$ cat config.mk
export PLATFORM = sky130hd
export DESIGN_NAME = digital_modulator
export DESIGN_NICKNAME = d
export VERILOG_FILES = /design/src/rtl/modem_pkg.sv /design/src/rtl/digital_modulator.sv
export SDC_FILE = /design/constraint.sdc
export NUM_CORES = 1
export LEC_CHECK = 0
export CORE_AREA = 2 2 67 69
export DETAILED_ROUTE_END_ITERATION = 7
export DIE_AREA = 0 0 69 71
export GPL_TIMING_DRIVEN = 0
export PLACE_DENSITY = 0.7
export SLEW_MARGIN = 20
export SYNTH_ARGS = -nofsm -noshare
export SYNTH_HDL_FRONTEND = slang
export SYNTH_SLANG_ARGS = --single-unit
$ cat constraint.sdc
create_clock -name clk -period 5.6 [get_ports clk]
set_clock_uncertainty 0.2 [all_clocks]
set_input_delay 0.56 -clock clk [delete_from_list [all_inputs] [get_ports clk]]
set_output_delay 0.56 -clock clk [all_outputs]
set_load 0.05 [all_outputs]
$ cat src/rtl/modem_pkg.sv
// Shared modem definitions: FSM states and reserved sample words.
// Also used by the matching demodulator.
package modem_pkg;

    typedef enum logic [1:0] {
        IDLE,
        SYNC,
        GUARD,
        DATA
    } mod_state_e;

    localparam logic [15:0] SYNC_WORD  = 16'hFFFF;
    localparam logic [15:0] GUARD_WORD = 16'h0000;
    localparam logic [15:0] MARK_WORD  = 16'h7FFF;
    localparam logic [15:0] SPACE_WORD = 16'h8001;

    function automatic logic [15:0] bit_word(input logic b);
        return b ? MARK_WORD : SPACE_WORD;
    endfunction

endpackage

$ cat src/rtl/digital_modulator.sv
// Frame modulator: sync burst, one guard sample, then 16 data bits
// MSB first, SPB samples per bit; back-to-back frames supported.
import modem_pkg::*;

module digital_modulator #(
    parameter int SPB      = 4,
    parameter int SYNC_LEN = 8
) (
    input  logic        clk,
    input  logic        rst_n,
    input  logic [15:0] s_data,
    input  logic        s_valid,
    output logic        s_ready,
    output logic [15:0] tx_sample,
    output logic        tx_valid,
    output logic        frame_done
);

    localparam int SW = (SPB > 1) ? $clog2(SPB) : 1;
    localparam int YW = (SYNC_LEN > 1) ? $clog2(SYNC_LEN) : 1;
    localparam logic [SW-1:0] SMP_LAST = SW'(SPB - 1);
    localparam logic [YW-1:0] SYN_LAST = YW'(SYNC_LEN - 1);

    mod_state_e    state_q, state_d;
    logic [SW-1:0] smp_q, smp_d;
    logic [3:0]    bit_q, bit_d;
    logic [YW-1:0] syn_q, syn_d;
    logic [15:0]   shreg_q, shreg_d;
    logic [15:0]   tx_q, tx_d;
    logic          txv_q, txv_d;
    logic          fd_q, fd_d;

    logic last_smp;
    logic frame_end;
    logic accept;

    // The registered outputs always describe state_q, so the final
    // sample of a frame is visible here and can overlap a new handshake.
    assign last_smp  = (smp_q == SMP_LAST);
    assign frame_end = (state_q == DATA) && last_smp && (bit_q == 4'd0);
    assign s_ready   = rst_n && ((state_q == IDLE) || frame_end);
    assign accept    = s_valid && s_ready;

    assign tx_sample  = tx_q;
    assign tx_valid   = txv_q;
    assign frame_done = fd_q;

    // Next-state and counter sequencing.
    always_comb begin
        state_d = state_q;
        smp_d   = smp_q;
        bit_d   = bit_q;
        syn_d   = syn_q;
        shreg_d = shreg_q;
        unique case (state_q)
            IDLE: begin
                if (accept) begin
                    state_d = SYNC;
                    syn_d   = '0;
                    shreg_d = s_data;
                end
            end
            SYNC: begin
                if (syn_q == SYN_LAST) begin
                    state_d = GUARD;
                    syn_d   = '0;
                end else begin
                    syn_d = syn_q + 1'b1;
                end
            end
            GUARD: begin
                state_d = DATA;
                bit_d   = 4'd15;
                smp_d   = '0;
            end
            DATA: begin
                if (last_smp) begin
                    smp_d = '0;
                    if (bit_q == 4'd0) begin
                        bit_d   = 4'd15;
                        syn_d   = '0;
                        state_d = accept ? SYNC : IDLE;
                        if (accept) begin
                            shreg_d = s_data;
                        end
                    end else begin
                        bit_d = bit_q - 4'd1;
                    end
                end else begin
                    smp_d = smp_q + 1'b1;
                end
            end
            default: state_d = IDLE;
        endcase
    end

    // Output word for the sample that the next state will present.
    always_comb begin
        tx_d  = GUARD_WORD;
        txv_d = 1'b0;
        fd_d  = 1'b0;
        unique case (state_d)
            SYNC: begin
                tx_d  = SYNC_WORD;
                txv_d = 1'b1;
            end
            GUARD: begin
                tx_d  = GUARD_WORD;
                txv_d = 1'b1;
            end
            DATA: begin
                tx_d  = bit_word(shreg_d[bit_d]);
                txv_d = 1'b1;
                fd_d  = (bit_d == 4'd0) && (smp_d == SMP_LAST);
            end
            default: ;
        endcase
    end

    // State, counters, shift register and output register.
    always_ff @(posedge clk) begin
        if (!rst_n) begin
            state_q <= IDLE;
            smp_q   <= '0;
            bit_q   <= '0;
            syn_q   <= '0;
            shreg_q <= '0;
            tx_q    <= GUARD_WORD;
            txv_q   <= 1'b0;
            fd_q    <= 1'b0;
        end else begin
            state_q <= state_d;
            smp_q   <= smp_d;
            bit_q   <= bit_d;
            syn_q   <= syn_d;
            shreg_q <= shreg_d;
            tx_q    <= tx_d;
            txv_q   <= txv_d;
            fd_q    <= fd_d;
        end
    end

endmodule

==> metrics <==
status finished, final reports clean; DP Worst Slack between 1.5 and 2 ns; Avg WL per Cell between 10 and 15 µm; CTS Sinks 31; placed cell area 0.002226 mm²; Synth Area per Inst between 9 and 10 µm²; Design Area, Final between 0.002 and 0.0025 mm²; R2R setup slack roughly 2.2 ns; Critical Path Source Type input port; drt pass-1 iters 4; ant diodes 0; worst r2r path cells 10; Period Utilization, post-route between 60% and 70%; clk_lat worst skew 0.29 ns; TritonCTS Buffers 5; Pwr per Cell Area roughly 250 mW/mm²; Synth top area share between 30% and 40%; most frequent cells in the layout 37 x clkdlybuf4s50_1, 31 x dfxtp_1, 21 x nor2b_1, 18 x a22oi_1, 15 x buf_4; CTS resizes 0; drt drc 0; hold_buf cts 0; Post-CTS Setup Bufs 0; initial antenna violation count 0; crit path DAT about 3 ns; commonest non-fill, non-tap cell in the layout clkdlybuf4s50_1; Crit. End Element output port; WHS approximately 0.26 ns; GPL Wtd Cong 0.7779; RSZ-0062 raised after global routing no; worst vdd ir 160.1 µV; Synth warnings 0; max-cap violation count 0; setup TNS 0 ns; P&R area growth vs syn 31.17%; Reg2Reg Launch Point state_q[1]; Ports 38; largest fanout on the critical path 10; CTS tree done; cell count after synthesis 197; crit-path max cell delay roughly 0.81 ns; Synth Cell Area 0.001790 mm²; die area slightly below 0.005 mm²; Syn Nets 226; relative slew slack approximately two fifths; Detail Placement HPWL 2941 µm; Buffers on Ports 37; Hold Path Stages 2; Fmax approximately 0.27 GHz; Slew Viols, Final 0; final worst slack roughly 1.9 ns; WS Path Type in -> out; row cnt 24; sequential share of the synthesized area 34.66%; Post-synth top flop dfxtp_1; final net count 270; Die Height about 70 µm; Hold Path Class reg -> reg; first-pass GRT wire length approximately 7000 µm; ys async rst share 0%; flops & latches, synth 31; worst path bufs/invs 4; Core ar. 0.004204 mm²; Final Hold Violating Endpoints 0; CP required roughly 4.8 ns; worst-path cell chain clkdlybuf4s50_1, clkbuf_1, clkbuf_1, nor2b_1, clkdlybuf4s50_1; fin crit period 3.690 ns; Starting DRT DRC Count 73; H-tree depth 2; share of cells above drive strength 1 between 10% and 20%; HP Start syn_q[1]; All-Layer GR Usage approximately 18%; synth top area cells dfxtp_1 35%, a22oi_1 7.5%, nor2b_1 7.3%; number of synthesized flops with an enable pin 0; clock-pin slew on the worst setup and hold paths 0.06 ns; r2r endpoint tx_sample[14]; cell taking the most area after synthesis dfxtp_1; die width 69 µm; vias 1,544; Worst-Margin Slew slightly above 0.9 ns; Routed Antenna Nets 0; vias in the first global route about 1,500; Max clock buf depth 2; cell family with most CP delay buffers and inverters; drt via density roughly 5.3; CP max-delay cell clkdlybuf4s50_1; Total Wirelength approximately 4000 µm; Final Setup Violations 0; P_leak ~0.93 nW; GRT Residual Overflow 0; synth unique cells 46; clock root cell clkbuf_8; initial core utilization between 40 and 50%; Worst Hold Path EP syn_q[1]; pin count of the biggest net entering global routing 15
[cell type report]
cell class                 count  area, µm²
fill                         428       1856
multi-input combinational    134      996.0
sequential                    31      620.6
timing repair buffer          37      370.4
buffer                        23      145.1
clock buffer                   6      82.58
tap                           52      65.06
clock inverter                 2      35.03
inverter                       9      33.78
[kinds of logic after synthesis]
logic type,Yosys count,synth area share [%]
compound gates,52,23.55
buf+inv,32,9.993
simple gates,68,22.50
flops,31,34.66
mux,4,2.306
fa+ha+maj,10,6.988
[layer usage]
layer | wire (µm) | track usage, % | share of wire, %
met1 | 1833 | 20.97 | 46
met2 | 1932 | 30.88 | 49
met3 | 144 | 4.558 | 3.6
met4 | 68 | 7.190 | 1.7
met5 | 0 | 0 | 0
[cell usage after synthesis, types with 3 or more instances]
library cell,n
dfxtp_1,31
nor2b_1,21
a22oi_1,18
buf_4,15
nand2_1,12
ha_1,10
inv_1,9
nand3_1,8
clkbuf_1,6
nor2_1,6
a211oi_1,4
a21oi_1,4
nor3_1,4
a21boi_0,3
mux2i_1,3
o21ai_0,3
[power by group]
part | switching [mW] | total [mW] | internal [mW]
combinational | 0.0729 | 0.130 | 0.0567
clock | 0.0844 | 0.228 | 0.144
sequential | 0.00483 | 0.233 | 0.229
[worst max path at each step]
stage               startpoint       endpoint  slack, ns  cells after the start
global route             rst_n        s_ready       1.74                      5
finish                   rst_n        s_ready       1.91                      5
detailed placement       rst_n  tx_sample[14]       1.89                      9
global placement         rst_n        s_ready       1.88                      5
CTS                      rst_n        s_ready       1.88                      5
floorplan           state_q[0]  tx_sample[14]       2.69                      9
[stage by stage]
stage	instances	utilization, %	power, mW
6_report	294	55.86	0.5911
5_1_grt	294	55.86	0.6149
4_1_cts	294	55.74	0.5972
3_5_place_dp	286	52.95	0.3685
3_3_place_gp	286	52.95	0.3675
2_1_floorplan	197	-	0.3245
[worst min-delay path, cell delays in order, from the launching register on]
cell and delay [ns]:
dfxtp_1 0.31, nand2_1 0.05, a21boi_0 0.06
[state kept, by name (all words and copies together), names as in the netlist]
signal and count:
tx_valid 1, bit_q 4, frame_done 1, smp_q 2, syn_q 3, state_q 2
tx_sample 2, shreg_q 16
Note: power is estimated with default switching activity, not from simulation.
